--- config.mk ---
export PLATFORM = sky130hd
export DESIGN_NAME = pipemem_arb
export DESIGN_NICKNAME = d
export VERILOG_FILES = /design/src/rtl/pipemem_arb.sv
export SDC_FILE = /design/constraint.sdc
export NUM_CORES = 1
export LEC_CHECK = 0
export ABC_CLOCK_PERIOD_IN_PS = 1490
export CAP_MARGIN = 20
export CORE_ASPECT_RATIO = 1.75
export CORE_MARGIN = 3
export CORE_UTILIZATION = 37
export CTS_CLUSTER_SIZE = 28
export DETAILED_ROUTE_END_ITERATION = 8
export PLACE_DENSITY = 0.83
export SYNTH_ARGS = -nofsm -noshare
export SYNTH_HDL_FRONTEND = slang
export SYNTH_SLANG_ARGS = --single-unit
--- constraint.sdc ---
create_clock -name clk -period 1.49 [get_ports clk]
set_input_delay 0.149 -clock clk [delete_from_list [all_inputs] [get_ports clk]]
set_output_delay 0.149 -clock clk [all_outputs]
set_load 0.01 [all_outputs]
--- src/rtl/pipemem_arb.sv ---
// Single-port memory arbiter between the IF and MEM pipeline stages. Each access
// runs IDLE -> BUSY -> DONE. Optional MEMARB_PERF_EN macro adds saturating perf counters.
module pipemem_arb #(
  parameter int unsigned AW          = 32,
  parameter int unsigned DW          = 32,
  parameter int unsigned WAIT_CYCLES = 2
) (
  input  logic          clk,
  input  logic          clrn,
  input  logic          if_req,
  input  logic [AW-1:0] if_addr,
  output logic [DW-1:0] if_rdata,
  output logic          if_ack,
  input  logic          m_req,
  input  logic          m_we,
  input  logic [AW-1:0] m_addr,
  input  logic [DW-1:0] m_wdata,
  output logic [DW-1:0] m_rdata,
  output logic          m_ack,
  output logic          mem_en,
  output logic          mem_we,
  output logic [AW-1:0] mem_addr,
  output logic [DW-1:0] mem_wdata,
  input  logic [DW-1:0] mem_rdata
`ifdef MEMARB_PERF_EN
  ,
  output logic [31:0]   perf_ifetch,
  output logic [31:0]   perf_dacc,
  output logic [31:0]   perf_confl
`endif
);

  typedef enum logic [1:0] {StIdle, StBusy, StDone} state_e;

  localparam logic [3:0] LoadCnt = 4'(WAIT_CYCLES - 1);

  state_e        r_state;
  state_e        w_state_d;
  logic          r_last_gnt_data;
  logic          r_gnt_data;
  logic          r_we;
  logic [3:0]    r_cnt;
  logic [AW-1:0] r_mem_addr;
  logic [DW-1:0] r_mem_wdata;
  logic [DW-1:0] r_if_rdata;
  logic [DW-1:0] r_m_rdata;
  logic          w_any_req;
  logic          w_gnt_data;

  assign w_any_req = if_req | m_req;
  // Data wins unless it also took the previous grant and a fetch is waiting.
  assign w_gnt_data = m_req & ~(r_last_gnt_data & if_req);

  always_ff @(posedge clk or negedge clrn) begin
    if (!clrn) begin
      r_state <= StIdle;
    end else begin
      r_state <= w_state_d;
    end
  end

  always_comb begin
    w_state_d = r_state;
    mem_en    = 1'b0;
    mem_we    = 1'b0;
    if_ack    = 1'b0;
    m_ack     = 1'b0;
    unique case (r_state)
      StIdle: begin
        if (w_any_req) w_state_d = StBusy;
      end
      StBusy: begin
        mem_en = 1'b1;
        mem_we = r_gnt_data & r_we;
        if (r_cnt == 4'd0) w_state_d = StDone;
      end
      StDone: begin
        if_ack    = ~r_gnt_data;
        m_ack     = r_gnt_data;
        w_state_d = StIdle;
      end
      default: w_state_d = StIdle;
    endcase
  end

  always_ff @(posedge clk or negedge clrn) begin
    if (!clrn) begin
      r_last_gnt_data <= 1'b1;
      r_gnt_data      <= 1'b0;
      r_we            <= 1'b0;
      r_cnt           <= 4'd0;
      r_mem_addr      <= '0;
      r_mem_wdata     <= '0;
      r_if_rdata      <= '0;
      r_m_rdata       <= '0;
    end else begin
      unique case (r_state)
        StIdle: begin
          if (w_any_req) begin
            r_gnt_data      <= w_gnt_data;
            r_last_gnt_data <= w_gnt_data;
            r_we            <= w_gnt_data & m_we;
            r_mem_addr      <= w_gnt_data ? m_addr : if_addr;
            r_mem_wdata     <= w_gnt_data ? m_wdata : '0;
            r_cnt           <= LoadCnt;
          end
        end
        StBusy: begin
          if (r_cnt == 4'd0) begin
            if (r_gnt_data) r_m_rdata <= mem_rdata;
            else            r_if_rdata <= mem_rdata;
          end else begin
            r_cnt <= r_cnt - 4'd1;
          end
        end
        default: ;
      endcase
    end
  end

  assign mem_addr  = r_mem_addr;
  assign mem_wdata = r_mem_wdata;
  assign if_rdata  = r_if_rdata;
  assign m_rdata   = r_m_rdata;

`ifdef MEMARB_PERF_EN
  logic [31:0] r_perf_ifetch;
  logic [31:0] r_perf_dacc;
  logic [31:0] r_perf_confl;
  logic        w_confl;

  assign w_confl = (r_state == StIdle) & if_req & m_req;

  always_ff @(posedge clk or negedge clrn) begin
    if (!clrn) begin
      r_perf_ifetch <= '0;
      r_perf_dacc   <= '0;
      r_perf_confl  <= '0;
    end else begin
      if (if_ack && (r_perf_ifetch != 32'hFFFF_FFFF)) r_perf_ifetch <= r_perf_ifetch + 32'd1;
      if (m_ack && (r_perf_dacc != 32'hFFFF_FFFF))    r_perf_dacc   <= r_perf_dacc + 32'd1;
      if (w_confl && (r_perf_confl != 32'hFFFF_FFFF)) r_perf_confl  <= r_perf_confl + 32'd1;
    end
  end

  assign perf_ifetch = r_perf_ifetch;
  assign perf_dacc   = r_perf_dacc;
  assign perf_confl  = r_perf_confl;
`endif

endmodule

# Word-level counts from Yosys, hierarchy flattened
# Index checks and enable logic that the tools add are counted.
[totals]
regBits = 137
in_bits = 133
[op_classes]
add_sub_neg = 1
n_eq_ne = 5
n_mux = 12
bitwise = 7
n_reduce_logical = 8
[ops]
columns = ["operator", "n"]
rows = [
  ["$mux W32", 2],
  ["$reduce_and A3 Y1", 3],
  ["$mux W4", 2],
  ["$pmux W4 S2", 1],
  ["$ne A2 B2 Y1 const B", 3],
  ["$and A1 B1 Y1", 4],
  ["$logic_not A4 Y1", 1],
  ["$mux W1", 4],
  ["$mux W2", 2],
  ["$pmux W2 S2", 1],
  ["$reduce_and A2 Y1", 2],
  ["$sub A4 B1 Y4 const B", 1],
  ["$eq A2 B1 Y1 const B", 1],
  ["$eq A2 B2 Y1 const B", 1],
  ["$logic_not A2 Y1", 1],
  ["$not A1 Y1", 2],
  ["$reduce_bool A2 Y1", 1],
  ["$or A1 B1 Y1", 1],
]

# Logic depth before layout (Yosys ltp)
# Gate-level depths: netlist of run 1.
[depth]
ltp_word = 4
mapped_depth = 7

# Least setup slack after synthesis of run 1
# Ideal clock, no wire load.
[synth_timing]
kind = "flip-flop to flip-flop"
start = "register r_cnt[0]"
end = "register r_m_rdata[10], in the netlist m_rdata[10]"
setup_time_ns = 0.125
arrival_time_ns = 1.465
required_ns = 1.365
slack_ns = -0.100
path_stages_with_launch = 7
n_path_buf = 2
path_cell_list = "dfrtp_1 inv_1 ha_1 and4_4 buf_6 buf_12 mux2_4"
[synth_between]
elab_chain_cells = 2
[synth_lines]
columns = ["item", "line_no", "source"]
rows = [
  ["start: declaration", "42", "logic [3:0] r_cnt;"],
  ["start signal: assignment", "105", "r_cnt <= LoadCnt;"],
  ["start signal: assignment", "113", "r_cnt <= r_cnt - 4'd1;"],
  ["$logic_not A4 Y1", "109", "if (r_cnt == 4'd0) begin"],
  ["$reduce_and A3 Y1 (no line)", "n/a", ""],
  ["end signal: assignment", "110", "if (r_gnt_data) r_m_rdata <= mem_rdata;"],
  ["end: declaration", "46", "logic [DW-1:0] r_m_rdata;"],
]
# No other way between the ends.
# A chain may end at the register's enable or synchronous reset.

# Final worst setup path of run 1
[layout_timing]
start = "register r_cnt[1]"
end = "register r_m_rdata[28], in the netlist m_rdata[28]"
# The elaborated chain is that of the path after synthesis.

==> flow_metrics.env, run 1 <==
export IMPL_status="finished, violations left"
export IMPL_drtPass1Iterations=4
export IMPL_gp_congestion=0.821
export IMPL_synth_compound_area_share_pct=12.9
export IMPL_grt_max_degree=40
export IMPL_endpoint="m_rdata[28]$_DFFE_PN0P_"
export IMPL_ys_ff_latch=137
export IMPL_drive_gt1_share_pct=21.0
export IMPL_total_power_w=0.0203
export IMPL_fp_coreArea_um2=14900
export IMPL_layout_commonest_cell="clkdlybuf4s50_1"
export IMPL_hpwl_mm=12.6
export IMPL_die_area_um2=16900
export IMPL_r2r_start="r_cnt[1]$_DFFE_PN0P_"
export IMPL_crit_path_end_kind="register"
export IMPL_ys_types=35
export IMPL_violations="negative setup slack"
export IMPL_start_util_pct=38.0
export IMPL_finalHoldViolations=0
export IMPL_nets=852
export IMPL_relSlewSlack_pct=74.3
export IMPL_wl_mm=17.0
export IMPL_drtIter0Drc=100
export IMPL_synth_xor_xnor_area_share_pct=0
export IMPL_place_area_um2=8700
export IMPL_ys_seq_area_share_pct=60.5
export IMPL_fin_crit_sh_pct=105
export IMPL_syn_inst=432
export IMPL_dieHeight_um=170
export IMPL_cts_htree_levels=4
export IMPL_clk_latency_ns=0.41
export IMPL_fmax_ghz=0.636
export IMPL_area_delta_synth_final_pct=66.9
export IMPL_crit_arrival_ns=1.86
export IMPL_io_buffers=264
export IMPL_netlist_area_um2=5670
export IMPL_maxCapViolations=0
export IMPL_std_cell_rows=59
export IMPL_cts_buffers=17
export IMPL_viasPerCell=5.14
export IMPL_p_leak_nw=4.75
export IMPL_pin_count=265
export IMPL_place_inst=879
export IMPL_diodes=0
export IMPL_slew_viol_final=0
export IMPL_worst_pin_slew_ns=0.386
export IMPL_worst_setup_path_type="register to register"
export IMPL_synth_top_family_by_area="multiplexers"
export IMPL_wire_per_inst_um=18.6
export IMPL_fin_util_pct=63.4
export IMPL_final_cell_mix="clkdlybuf4s50_1 (169), dfrtp_1 (135), nand2_1 (64), dlymetal6s2s_1 (64), a21oi_1 (35)"
export IMPL_rsz0062_at_grt="true"
export IMPL_antenna_found_initial=0
export IMPL_grt_use_total_pct=19.7
export IMPL_synth_top_area_cell="dfrtp_1"
export IMPL_reg2reg_slack_ns=-0.08
export IMPL_cts_buffer_depth=2
export IMPL_grt_pass1_wl_mm=26.4
export IMPL_overflow=0
export IMPL_final_area_um2=9460
export IMPL_worstPathMaxFanout=17
export IMPL_postRouteAntennaNets=0
export IMPL_synth_top_area_share_pct=60.1
export IMPL_n_fill_cell=1128
export IMPL_timing_final_ws_setup_ns=-0.0816
export IMPL_cts_sinks=137
export IMPL_grt_pass1_vias=5156
export IMPL_fin_worst_skew_ns=0.00717
export IMPL_critPathLaunchType="register"
export IMPL_path_clk_slew_ns=0.07
export IMPL_stdcell_count=913
export IMPL_crit_start="r_cnt[1]$_DFFE_PN0P_"
export IMPL_synthMuxAreaShare_pct=15.3
export IMPL_synthAdderAreaFrac_pct=0.442
export IMPL_powerDensity_nw_per_um2=2140
export IMPL_period_minus_slack_ns=1.57
export IMPL_max_vdd_ir_drop_v=0.000915
export IMPL_vias=4691
export IMPL_avgSynthCellArea_um2=13.1
export IMPL_yosys_top_cells_area="dfrtp_1 (60%), mux2_4 (8.0%), mux2_2 (7.2%)"
export IMPL_dieWidth_um=99.5
export IMPL_yosys_area_share_simple_pct=6.65
export IMPL_reg2reg_to="m_rdata[28]$_DFFE_PN0P_"
export IMPL_worstPathRequired_ns=1.78
export IMPL_ys_warn_count=0
export IMPL_rr_worst_depth=5
export IMPL_cts_tree="done"
export IMPL_finalSetupViolCount=32
export IMPL_min_path_type="input pin to async pin"
export IMPL_drcViolationCount=0
export IMPL_syn_nets=567
export IMPL_clockRootBuffer="clkbuf_16"
per-layer routing:
layer	track usage, %	vias up	wire length [um]
met5	0	-	0
met4	6.18	0	334
met3	4.40	28	1020
met2	37.1	198	9460
met1	21.7	2342	6150
li1	-	2123	-
stage by stage:
step	hold slack, ns	TNS (ns)	setup WS [ns]
6_report	0.209	-2.04	-0.0816
3_5_place_dp	0.0838	-6.28	-0.129
3_3_place_gp	0.0833	-3.82	-0.106
2_1_floorplan	-0.147	-2.49	-0.0829
4_1_cts	0.210	-2.32	-0.0898
5_1_grt	0.235	-5.58	-0.134
worst min-delay path by stage:
stage / startpoint / to / slack, ns
2_1_floorplan: clrn / if_rdata[0]$_DFFE_PN0P_ / -0.15
3_3_place_gp: clrn / m_rdata[17]$_DFFE_PN0P_ / 0.08
3_5_place_dp: clrn / m_rdata[18]$_DFFE_PN0P_ / 0.08
4_1_cts: clrn / m_rdata[17]$_DFFE_PN0P_ / 0.21
5_1_grt: clrn / m_rdata[14]$_DFFE_PN0P_ / 0.24
6_report: clrn / m_rdata[18]$_DFFE_PN0P_ / 0.21
power by group:
group | leakage (nW) | internal [W] | switching, W
clock | 0.281 | 0.00242 | 0.00177
sequential | 1.64 | 0.00561 | 0.00106
combinational | 2.83 | 0.00547 | 0.00394
cells in the mapped netlist, drive strengths merged:
master  instances
and3            2
a21o            2
a31oi          32
a21boi          2
nor2b           1
o21bai          1
mux2i           1
and3b           1
and4            1
a21oi          35
dfstp           1
mux2           66
nand2b          1
nor3b           1
ha              2
and2            1
or2             2
buf            19
nand2          65
clkbuf         14
dfrtp         136
inv             3
a22o           34
a21bo           2
nand4b          2
nor2            2
nor3            3
layout make-up:
cell class	instances	area [um^2]	share of cell area [%]
sequential	137	3430	36.3
timing repair buffer	299	3160	33.4
multi-input combinational	259	2030	21.5
clock buffer	18	439	4.64
tap	183	229	2.42
clock inverter	14	156	1.65
inverter	3	11.3	0.119
repair_timing:
| action | CTS | global route |
|---|---|---|
| hold buffers | 1 | 0 |
| gates resized for setup | 40 | 74 |
| endpoints found under the hold margin | 37 | 0 |
| endpoints found under the setup margin | 64 | 145 |
| setup buffers | 1 | 0 |
registers in the layout, summed over array words and instances, names as in the netlist:
| signal | count |
|---|---|
| r_cnt | 4 |
| r_last_gnt_data | 1 |
| mem_wdata | 32 |
| if_rdata | 32 |
| mem_addr | 32 |
| m_rdata | 32 |
| r_gnt_data | 1 |
| r_state | 2 |
| r_we | 1 |
cell families after synthesis:
logic type / after synthesis
muxes: 67
and+or+nand+nor: 82
adders and majority gates: 2
buffers and inverters: 36
DFF: 137
AOI/OAI and AO/OA: 108
critical path, stage by stage (launching register included):
cell and delay (ns):
dfrtp_1 0.38, inv_1 0.08, ha_2 0.20, and4_4 0.27, buf_12 0.19, mux2_4 0.32
Power figures use the tool's default switching activity.
==> run 2, diff against run 1 <==
--- a/config.mk
+++ b/config.mk
@@ -5,6 +5,7 @@
 export SDC_FILE = /design/constraint.sdc
 export NUM_CORES = 1
 export LEC_CHECK = 0
+export ABC_AREA = 1
 export ABC_CLOCK_PERIOD_IN_PS = 1490
 export CAP_MARGIN = 20
 export CORE_ASPECT_RATIO = 1.75
==> run 2 against run 1 <==
The flow now finishes without violations; fmax increased by 6.1%; global-route usage is 0.35 points lower; die area grew 0.52%; combinational power up 4.6%; final cell count up 19%; register-to-register slack improved by 0.09 ns; clock skew up 0.0034 ns; area after synthesis is 0.55% higher; largest cell class unchanged; largest power group unchanged; highest routed layer unchanged.
==> flow_metrics.env, run 2 <==
export IMPL_clockRootBuffer="clkbuf_16"
export IMPL_reg2reg_to="m_rdata[3]$_DFFE_PN0P_"
export IMPL_max_vdd_ir_drop_v=0.00150
export IMPL_period_minus_slack_ns=1.48
export IMPL_dieHeight_um=170
export IMPL_cts_buffers=17
export IMPL_gp_congestion=0.848
export IMPL_met3_usage_pct=5.62
export IMPL_min_path_type="input pin to async pin"
export IMPL_netlist_area_um2=5700
export IMPL_start_util_pct=38.0
export IMPL_cts_tree="done"
export IMPL_yosys_top_cells_area="dfrtp_1 (60%), nand2_1 (11%), o21ai_0 (5.7%)"
export IMPL_grt_use_total_pct=19.4
export IMPL_nets=1031
export IMPL_cts_buffer_depth=2
export IMPL_gr_usage_met1_pct=21.1
export IMPL_worstPathRequired_ns=1.78
export IMPL_postRouteAntennaNets=0
export IMPL_slew_viol_final=0
export IMPL_hpwl_mm=12.3
export IMPL_avgSynthCellArea_um2=9.42
export IMPL_grt_pass1_wl_mm=26.0
export IMPL_drtIter0Drc=152
export IMPL_synth_top_flop_cell="dfrtp_1"
export IMPL_wl_mm=17.5
export IMPL_antenna_found_initial=0
export IMPL_ys_seq_area_share_pct=60.2
export IMPL_die_area_um2=17000
export IMPL_overflow=0
export IMPL_std_cell_rows=59
export IMPL_timing_final_ws_setup_ns=0.00863
export IMPL_worst_setup_path_type="register to register"
export IMPL_layout_commonest_cell="clkdlybuf4s50_1"
export IMPL_wire_per_inst_um=16.0
export IMPL_syn_inst=605
export IMPL_area_delta_synth_final_pct=72.0
export IMPL_rsz0062_at_grt="true"
export IMPL_critPathLaunchType="register"
export IMPL_status="finished, final reports clean"
export IMPL_fp_coreArea_um2=15000
export IMPL_worstPathMaxFanout=8
export IMPL_vias=5284
export IMPL_fin_worst_skew_ns=0.0106
export IMPL_grt_pass1_vias=5261
export IMPL_finalHoldViolations=0
export IMPL_p_leak_nw=5.36
export IMPL_io_buffers=264
export IMPL_use_met2_pct=35.0
export IMPL_r2r_start="r_state[0]$_DFFE_PN0P_"
export IMPL_pin_count=265
export IMPL_whs_ns=0.249
export IMPL_synth_top_area_cell="dfrtp_1"
export IMPL_path_clk_slew_ns=0.06
export IMPL_crit_arrival_ns=1.77
export IMPL_grt_busiest_layer="met2"
export IMPL_ys_warn_count=0
export IMPL_relSlewSlack_pct=70.3
export IMPL_synthArstFlopShare_pct=100
export IMPL_fin_crit_sh_pct=99.4
export IMPL_ys_types=21
export IMPL_fmax_ghz=0.675
export IMPL_syn_nets=740
export IMPL_grt_max_degree=42
export IMPL_crit_path_end_kind="register"
export IMPL_dieWidth_um=99.8
export IMPL_synth_edf_count=0
export IMPL_synth_common_cells="nand2_1 (171), dfrtp_1 (136), o21ai_0 (65), inv_1 (39), o21ai_1 (39)"
export IMPL_cts_sinks=137
export IMPL_cts_htree_levels=4
export IMPL_synth_top_area_share_pct=59.7
export IMPL_diodes=0
export IMPL_ys_ff_latch=137
export IMPL_preCtsSetupSlack_ns=-0.168
export IMPL_viasPerCell=4.85
export IMPL_yosysMostFrequentCell="nand2_1"
export IMPL_drtPass1Iterations=4
export IMPL_reg2reg_slack_ns=0.009
export IMPL_maxCapViolations=0
export IMPL_drcViolationCount=0
export IMPL_drive_gt1_share_pct=17.8
export IMPL_final_cell_mix="clkdlybuf4s50_1 (173), nand2_1 (138), dfrtp_1 (135)"
export IMPL_powerDensity_nw_per_um2=2130
export IMPL_finalSetupViolCount=0
export IMPL_worst_pin_slew_ns=0.446
export IMPL_clk_latency_ns=0.40
export IMPL_rr_worst_depth=9
## run 2: changes by cell type after synthesis, sizes merged, moves of 32 or more
cell	delta
o21ai	+135
nand2	+108
mux2	-66
inv	+39
nor2	+39
a21oi	-35
nand3	+35
a22o	-34
a31oi	-32
## run 2: how the worst max path moves through the flow
stage                      startpoint                       end  depth (start not counted)
2_1_floorplan    r_cnt[0]$_DFFE_PN0P_  if_rdata[23]$_DFFE_PN0P_                          8
3_3_place_gp                    m_req   mem_addr[9]$_DFFE_PN0P_                          6
3_5_place_dp                    m_req  mem_addr[20]$_DFFE_PN0P_                          6
4_1_cts        r_state[0]$_DFFE_PN0P_                    if_ack                          2
5_1_grt        r_state[0]$_DFFE_PN0P_    m_rdata[9]$_DFFE_PN0P_                          8
6_report       r_state[0]$_DFFE_PN0P_    m_rdata[3]$_DFFE_PN0P_                          9
## run 2: worst max-delay path, stage by stage (launching register included)
cell       delay (ns)
dfrtp_1          0.41
inv_2            0.06
nor2_4           0.12
inv_4            0.04
buf_6            0.12
nor2_8           0.16
nand2_8          0.12
clkbuf_16        0.20
nand2_1          0.08
o21ai_2          0.05
## run 2: layout make-up
class / instances / area (um^2)
clock buffers: 19 / 443
repair buffers: 307 / 3320
fillers: 1145 / 5190
inverters: 42 / 165
multi-input cells: 391 / 2030
clock inverters: 11 / 174
well taps: 183 / 229
flip-flops and latches: 137 / 3430
## run 2: cells by family (layout without fill, tap and decap cells)
logic type / count (synthesis) / count (layout) / share of synthesized area, %
buffers and inverters: 77 / 379 / 6.94
and+or+nand+nor: 253 / 253 / 18.4
xor gates and xnor gates: 1 / 1 / 0.154
AOI/OAI and AO/OA: 135 / 135 / 13.9
adders and majority gates: 2 / 2 / 0.439
DFF: 137 / 137 / 60.2
## run 2: per-stage QoR
| stage | instance area (um^2) | util (%) | TNS (ns) | cells | power, W |
|---|---|---|---|---|---|
| floorplan | 5700 | - | 0 | 605 | 0.0109 |
| global placement | 8720 | 58.2 | -1.51 | 1052 | 0.0161 |
| detailed placement | 8720 | 58.2 | -5.39 | 1052 | 0.0164 |
| CTS | 9350 | 62.4 | -0.0142 | 1084 | 0.0208 |
| global route | 9800 | 65.4 | -1.42 | 1090 | 0.0222 |
| finish | 9800 | 65.4 | 0 | 1090 | 0.0209 |
## run 2: what timing repair did
action / 4_1_cts / 5_1_grt
setup buffers: 1 / 2
hold buffers: 1 / 0
pin swaps: 1 / 2
setup endpoints to repair: 112 / 154
gates cloned: 0 / 4
gates resized for setup: 35 / 128
endpoints found under the hold margin: 35 / 0
## run 2: per-layer routing
layer,up-vias,share of wire (%),routed length [um]
met5,-,0,0
met4,0,3.1,544
li1,2532,-,-
met2,214,55,9600
met1,2503,35,6140
met3,35,6.8,1190
## run 2: power breakdown
| group | internal, W | total (W) | switching (W) | leakage (nW) |
|---|---|---|---|---|
| Sequential | 0.00561 | 0.00668 | 0.00107 | 1.69 |
| Combinational | 0.00500 | 0.00984 | 0.00484 | 3.37 |
| Clock | 0.00283 | 0.00440 | 0.00157 | 0.291 |
